<file path="src/rtl/serial_adder.sv">
// Bit-serial W-bit adder: one full-adder slice plus a carry flop, LSB first.
// Result, carry-out and signed overflow are registered at the final bit edge.
module serial_adder #(
    parameter int W = 8
) (
    input  logic         clk,
    input  logic         rst,
    input  logic         start,
    input  logic [W-1:0] a,
    input  logic [W-1:0] b,
    input  logic         cin,
    output logic         busy,
    output logic         done,
    output logic [W-1:0] sum,
    output logic         cout,
    output logic         ovf
);

    localparam int CW = $clog2(W + 1);
    localparam logic [CW-1:0] LAST = CW'(W - 1);

    typedef enum logic [1:0] {
        IDLE = 2'd0,
        RUN  = 2'd1,
        DONE = 2'd2
    } state_t;

    state_t        state_q, state_d;
    logic [W-1:0]  a_sr_q, a_sr_d;
    logic [W-1:0]  b_sr_q, b_sr_d;
    logic [W-1:0]  s_sr_q, s_sr_d;
    logic          carry_q, carry_d;
    logic [CW-1:0] cnt_q, cnt_d;
    logic [W-1:0]  sum_q, sum_d;
    logic          cout_q, cout_d;
    logic          ovf_q, ovf_d;

    logic          bit_s;
    logic          bit_c;
    logic [W-1:0]  s_shift;

    always_comb begin
        state_d = state_q;
        a_sr_d  = a_sr_q;
        b_sr_d  = b_sr_q;
        s_sr_d  = s_sr_q;
        carry_d = carry_q;
        cnt_d   = cnt_q;
        sum_d   = sum_q;
        cout_d  = cout_q;
        ovf_d   = ovf_q;

        bit_s = a_sr_q[0] ^ b_sr_q[0] ^ carry_q;
        bit_c = (a_sr_q[0] & b_sr_q[0]) | (a_sr_q[0] & carry_q) | (b_sr_q[0] & carry_q);

        // Written as shift-then-insert so the W=1 case needs no special slice.
        s_shift        = s_sr_q >> 1;
        s_shift[W-1]   = bit_s;

        case (state_q)
            IDLE: begin
                if (start) begin
                    a_sr_d  = a;
                    b_sr_d  = b;
                    carry_d = cin;
                    cnt_d   = '0;
                    state_d = RUN;
                end
            end
            RUN: begin
                a_sr_d  = a_sr_q >> 1;
                b_sr_d  = b_sr_q >> 1;
                s_sr_d  = s_shift;
                carry_d = bit_c;
                cnt_d   = cnt_q + CW'(1);
                if (cnt_q == LAST) begin
                    // carry_q here is the carry into the MSB slice.
                    sum_d   = s_shift;
                    cout_d  = bit_c;
                    ovf_d   = carry_q ^ bit_c;
                    state_d = DONE;
                end
            end
            DONE: begin
                state_d = IDLE;
            end
            default: begin
                state_d = IDLE;
            end
        endcase
    end

    always_ff @(posedge clk or posedge rst) begin
        if (rst) begin
            state_q <= IDLE;
            a_sr_q  <= '0;
            b_sr_q  <= '0;
            s_sr_q  <= '0;
            carry_q <= 1'b0;
            cnt_q   <= '0;
            sum_q   <= '0;
            cout_q  <= 1'b0;
            ovf_q   <= 1'b0;
        end else begin
            state_q <= state_d;
            a_sr_q  <= a_sr_d;
            b_sr_q  <= b_sr_d;
            s_sr_q  <= s_sr_d;
            carry_q <= carry_d;
            cnt_q   <= cnt_d;
            sum_q   <= sum_d;
            cout_q  <= cout_d;
            ovf_q   <= ovf_d;
        end
    end

    assign busy = (state_q != IDLE);
    assign done = (state_q == DONE);
    assign sum  = sum_q;
    assign cout = cout_q;
    assign ovf  = ovf_q;

endmodule

</file>
<file path="config.mk">
export PLATFORM = sky130hd
export DESIGN_NAME = serial_adder
export DESIGN_NICKNAME = d
export VERILOG_FILES = /design/src/rtl/serial_adder.sv
export SDC_FILE = /design/constraint.sdc
export NUM_CORES = 1
export LEC_CHECK = 0
export ABC_AREA = 0
export CAP_MARGIN = 20
export CORE_MARGIN = 3
export CORE_UTILIZATION = 45
export CTS_CLUSTER_SIZE = 28
export DETAILED_ROUTE_END_ITERATION = 10
export GPL_TIMING_DRIVEN = 0
export PLACE_DENSITY = 0.73
export SLEW_MARGIN = 15
export SYNTH_ARGS = -nofsm -noshare
export SYNTH_HDL_FRONTEND = slang
export SYNTH_SLANG_ARGS = --single-unit
</file>
<file path="constraint.sdc">
create_clock -name clk -period 1.5 [get_ports clk]
set_input_delay 0.3 -clock clk [delete_from_list [all_inputs] [get_ports clk]]
set_output_delay 0.3 -clock clk [all_outputs]
set_load 0.02 [all_outputs]
</file>
Word level (Yosys, flattened, before mapping) --
Index checks and enable logic that the tools add are counted.
Cells by class: add/sub/neg operators 1, equality and inequality tests 5, muxes and demuxes 11, bitwise logic cells 8, reductions and logical operators 6
Operator list (count):
- case mux 8 bit (2 select lines) | 2
- two-way mux 8 bit | 2
- case mux 4 bit (2 select lines) | 1
- AND reduction 2 bit | 3
- adder 4 x 1 -> 4 bit, second input constant | 1
- == test 4 x 3 -> 1 bit, second input constant | 1
- two-way mux 2 bit | 2
- two-way mux 4 bit | 1
- inequality test 2 bit, second input constant | 2
- case mux 2 bit (2 select lines) | 1
- nonzero test 2 bit | 2
- AND 1 bit | 3
- XOR 1 bit | 3
- == test 2 x 1 -> 1 bit, second input constant | 1
- == test 2 bit, second input constant | 1
- zero test 2 bit | 1
- bitwise OR 1 bit | 2
- case mux 1 bit (2 select lines) | 1
- two-way mux 1 bit | 1
Word-level totals: bits in registers 41, word-level logic and storage cells 40

Logic depth before layout (Yosys ltp) --
word-level depth 4, depth in mapped cells 5

Worst setup path after synthesis --
Ideal clock, no wire load.
path type reg2reg, start point register state_q[1], end point register cout_q (netlist: cout), setup time 125 ps, data arrival time 1279 ps, setup slack 96 ps, cell stages (with the launch flop) 5, clock period less this slack 1404 ps, cells stage by stage dfrtp_1 -> nand2b_2 -> nor3_4 -> buf_6 -> mux2_4
On the way: word-level cells in the longest chain between the ends 2
RTL lines:
- start, declared | line 28 | state_t state_q, state_d;
- start signal, assigned | line 105 | state_q <= state_d;
- == test 2 x 1 -> 1 bit | line 60 | case (state_q)
- AND reduction 2 bit (no source line)
- end signal, assigned | line 112 | cout_q <= cout_d;
- end, declared | line 35 | logic cout_q, cout_d;
Every way passes these cells. A chain may end at the register's enable or synchronous reset.

Worst setup path in the final report --
start point register state_q[1], end point register sum_q[5] (netlist: sum[5])
On the way: word-level cells in the longest chain between the ends 2
RTL lines:
- == test 2 x 1 -> 1 bit | line 60
- AND reduction 2 bit (no source line)
- end signal, assigned | line 111 | sum_q <= sum_d;
- end, declared | line 34 | logic [W-1:0] sum_q, sum_d;
Every way passes these cells.

==> metrics <==
status complete, no violations; synth unique cells 25; gpl congestion 0.833; switch share 36.6%; highest metal used met4; Slew HR 76.3%; Max VDD drop 0.974 mV; top cell type's share of synthesized area 58.4%; filler instances 296; boundary pin count 32; Residual DRC 0; Psw 1.62 mW; FFs w/ async S/R, synth 100%; Final min period 1.46 ns; Clk pin slew, worst setup/hold paths 0.08 ns; vias in the first global route 1363; Final Hold Viols 0; Comb pwr share 42.0%; die area 4590 um^2; Clock Sinks 40; Post-synth top flop dfrtp_1; sequential area share after synthesis 58.4%; min-delay worst type input pin to asynchronous set/reset pin; Area after DPL 2100 um^2; Critical Path End Type register; Leak 1.13 nW; Critical R2R Capture sum[5]; most frequent cell after synthesis nand2_1; Worst R2R Start state_q[1]; synthesized flop and latch total 40; clk root buf clkbuf_8; IO buf count 31; drt first pass iters 4; Slew @ Worst Pin 0.356 ns; first-pass GRT wire length 5850 um; number of synthesized flops with an enable pin 0; Synth area leader dfrtp_1; met3 WL 209 um; footprint of the multi-input gates 684 um^2; Non-Filler Instances 250; clock skew 0.00629 ns; GRT Util Overall 17.3%; hold_buf cts 0; WP data required 1.68 ns; Crit path arrival time 1.63 ns; PwrDens 1950 nW/um^2; Via Count 1272; cells taking the most area after synthesis dfrtp_1 (58%), nand2_1 (13%), mux2_4 (7.9%), a22oi_1 (6.6%), buf_2 (1.8%); clock share of power 17.0%; Avg Vias per Cell 5.09; FF+latch area 1000 um^2; Initial Utilization 49.1%; area grow syn2layout 32.6%; initial antenna violation count 0; Finish-stage setup viols 0; total CTS buffers 5; Routed Antenna Nets 0; Max-Cap Viols 0; nets@finish 225; die height 67.7 um; DRT iter0 DRCs 73; Warnings, synthesis 0; die width 67.7 um; Peak Freq 0.687 GHz; Mapped Nets 178; total grt overflow 0; Post-Syn Area 1710 um^2; R2R cell count 4; Clock Latency Late Sink 0.29 ns; max-slew violations 0; H-tree levels 2; final instance area 2270 um^2; reg2reg setup slack 0.04 ns; Mapped Cells 156; fin crit share 97.0%; Final HPWL DP 2250 um; Met1 Wirelength 1370 um; CP startpoint kind register; WL met2 1700 um; routed wire length 3330 um; setup ws final 0.0447 ns; share of layout cells above drive strength 1 24.0%; largest net degree at the start of global routing 32; Avg Inst Size Synth 11.0 um^2; RSZ-0062 raised after global routing yes; core box area 3490 um^2; top cells by count, synth nand2_1 (59), dfrtp_1 (40), a22oi_1 (15); antenna cells 0; # rows 21; Max clock buf depth 2; placed cells 234; crit path max fanout 5; DR WL/cell 13.3 um; sequential power share 40.9%; Power Internal 2.81 mW; final core utilization 65.1%; CTS tree built; pre-CTS setup slack -0.216 ns; CP Class register to register
worst max-delay path, stage by stage, from the launching register on:
cell and delay (ns):
dfrtp_1 0.40, nand2b_2 0.22, nor3_4 0.25, buf_6 0.18
mux2_4 0.30
area by class of cell:
cell class	instances	area share (%)
timing repair buffer	40	16.3
multi-input combinational	107	30.1
tap	46	2.53
inverter	1	0.165
clock inverter	2	0.660
sequential	40	44.1
clock buffer	6	3.63
buffer	8	2.48
repair_timing:
action,CTS,global route
pin swaps,3,1
gates resized for setup,24,12
buffers inserted,6,1
setup endpoints to repair,21,29
cloned,1,0
cell families (layout without fill, tap and decap cells):
logic type      count (synthesis)  after routing  synth area share (%)
simple gates                   68             68                  17.1
xor+xnor                        1              1                 0.511
compound gates                 25             25                  10.1
flops                          40             40                  58.4
fa+ha+maj                       2              2                  1.90
mux                            11             11                  9.12
buf+inv                         9             57                  2.85
sequential cells by signal, indices dropped and copies added (netlist names):
signal and flops:
a_sr_q 8, b_sr_q 8, carry_q 1, cnt_q 4, cout 1, ovf 1, s_sr_q 7, state_q 2
sum 8
how the worst max path moves through the flow:
stage,start,to,slack [ns],cells past startpoint
after floorplan,state_q[1],cout,0.1,4
after global placement,rst,a_sr_q[6],-0.52,2
after detailed placement,start,carry_q,-0.22,5
after CTS,cnt_q[0],sum[7],0.005,5
after global routing,state_q[1],sum[4],-0.01,4
final,state_q[1],sum[5],0.04,4
cell usage in the layout, fill, tap and decap left out:
cell / netlist / final
a22oi_1: 15 / 13
mux2_2: 1 / 1
buf_6: 1 / 2
a21oi_1: 2 / 2
nand2b_2: 1 / 1
xor2_1: 1 / 1
fa_1: 1 / 1
a22oi_2: 0 / 2
buf_4: 0 / 11
nand4_1: 1 / 1
o21ai_0: 6 / 6
clkbuf_8: 0 / 6
nand2b_1: 2 / 2
mux2_4: 9 / 9
and2b_1: 1 / 1
dfrtp_2: 0 / 1
clkdlybuf4s50_1: 0 / 19
dlygate4sd2_1: 0 / 10
nand2_1: 59 / 58
nor3b_2: 0 / 1
buf_2: 6 / 5
dfrtp_1: 40 / 39
nor3_4: 1 / 1
inv_2: 0 / 1
ha_2: 0 / 1
mux2i_1: 1 / 1
nand2_2: 0 / 1
clkinvlp_4: 0 / 2
buf_12: 0 / 1
or2_2: 1 / 1
o21bai_2: 1 / 1
o21ba_2: 1 / 1
nor2b_1: 1 / 1
power groups by stage:
stage / Clock, mW / Combinational, mW / Sequential [mW]
2_1_floorplan: 0 / 1.08 / 1.94
3_3_place_gp: 0 / 1.71 / 1.84
3_5_place_dp: 0 / 1.77 / 1.86
4_1_cts: 0.768 / 1.81 / 1.81
5_1_grt: 0.811 / 2.10 / 1.88
6_report: 0.754 / 1.86 / 1.81
stage by stage:
step,hold WS (ns),power [mW],TNS [ns]
after detailed placement,0.468,3.63,-2.91
after CTS,0.246,4.39,0
final,0.241,4.43,0
after global placement,0.460,3.54,-23.27
after global routing,0.270,4.79,-0.0598
after floorplan,0.417,3.02,0
layer usage:
metal / up-vias / global-route usage (%)
met1: 614 / 20.6
met2: 40 / 28.9
met3: 6 / 4.16
met4: 0 / 8.86
li1: 612 / -
met5: - / 0
Power figures use the tool's default switching activity.
==> RTL change: new RTL, same flow settings <==
The parameter `W` goes from 8 to 16.
--- a/src/rtl/serial_adder.sv
+++ b/src/rtl/serial_adder.sv
@@ -1,7 +1,7 @@
 // Bit-serial W-bit adder: one full-adder slice plus a carry flop, LSB first.
 // Result, carry-out and signed overflow are registered at the final bit edge.
 module serial_adder #(
-    parameter int W = 8
+    parameter int W = 16
 ) (
     input  logic         clk,
     input  logic         rst,
Ports: changed (resized a, b and sum); port bits go from 32 to 56. No check against the original RTL was run, so the function may have changed too.
==> RTL change against the unedited design <==
The flow now finishes with violations (setup timing). Final area rose by 110%. Worst setup slack got worse by 180 ps. Clock skew rose by 0.80 ps. Global-route usage rose by 1.3 points. Synthesized area rose by 98%. Routed wire length rose by 140%. Sequential cell count rose by 33. Total power rose by 100%. Fmax fell by 11%. Sequential share of layout area fell by 5.7 points. Largest power group unchanged.
==> RTL change: results (changes against the unedited design) <==
[outcome]
status=finished with violations
violations=setup timing

[placed_design]
port_buffers=55  ; +77%
hpwl_um=5020  ; +120%
place_area_um2=4190  ; +99%
dp_slack_ps=-517  ; -301 ps

[power]
p_clk_share_pct=18.6  ; +1.6 points
p_sw_share_pct=35.5  ; -1.1 points
irDropWorstVdd_v=0.000969  ; -0.50%
power.leakage_nw=2.34  ; +110%
power_mw=8.94  ; +100%

[timing]
finalSetupViolCount=19  ; +19
setup_tns_ps=-1990  ; -1990 ps
timing.final.ws_setup_ps=-131  ; -176 ps

[yosys]
synth.top_cells.by_area=dfrtp_1, nand2_1, mux2_2
ys_seq_area_share_pct=53.8  ; -4.6 points
synth_xor_area_share_pct=0.258  ; -0.25 points
yosysMostFrequentCell=dfrtp_1
netlist_instances=323  ; +110%

[worst_setup_path]
path_max_fanout=10  ; +5
crit_path_start=cnt_q[0]$_DFFE_PP0P_

[route]
vias=2689  ; +110%
wire_per_inst_um=15.2  ; +14%

[layout]
nets=451  ; +100%
drive_gt1_share_pct=23.6  ; -0.46 points

[cts]
cts_made_buffers=9  ; +4

RTL change: cell types whose count changed in the layout (fill, tap and decap cells not counted), moves of 5 or more:
| cell | before | now |
|---|---|---|
| a22oi_1 | 13 | 22 |
| dfrtp_1 | 39 | 71 |
| buf_8 | 0 | 5 |
| and2b_1 | 1 | 11 |
| mux2_4 | 9 | 17 |
| nor2b_1 | 1 | 16 |
| and3b_1 | 0 | 6 |
| clkdlybuf4s50_1 | 19 | 35 |
| buf_6 | 2 | 12 |
| o21ai_1 | 0 | 24 |
| dlygate4sd2_1 | 10 | 18 |
| a21oi_1 | 2 | 33 |
RTL change: area by class of cell:
type                    instances  area [um2]  area share (%)
clock inverters                 6        83.8            1.76
multi-input cells             221        1500            31.5
clock buffers                   9         124            2.60
well taps                      99         124            2.60
repair buffers                 81         855            17.9
inverters                       5        22.5           0.473
plain buffers                  21         225            4.73
flip-flops and latches         73        1830            38.4
RTL change: worst max-delay path: cells and delay by family (launching register included):
| kind | cells | cell delay (ps) |
|---|---|---|
| buffers and inverters | 1 | 160 |
| AND/OR/NAND/NOR | 2 | 300 |
| multiplexers | 1 | 300 |
| adder cells (fa/ha/maj) | 2 | 340 |
| flip-flops | 1 | 400 |
RTL change: metal layers:
metal | vias up | track usage [%] | part of all wire (%)
met2 | 68 | 30.0 | 48
met3 | 13 | 4.71 | 5.2
met4 | 0 | 5.98 | 1.5
met1 | 1301 | 24.7 | 45
li1 | 1307 | - | -
met5 | - | 0 | 0
RTL change: kinds of logic after synthesis:
| logic type | count (synthesis) |
|---|---|
| compound gates | 99 |
| flops | 73 |
| fa+ha+maj | 3 |
| xor+xnor | 1 |
| mux | 19 |
| simple gates | 99 |
| buf+inv | 29 |
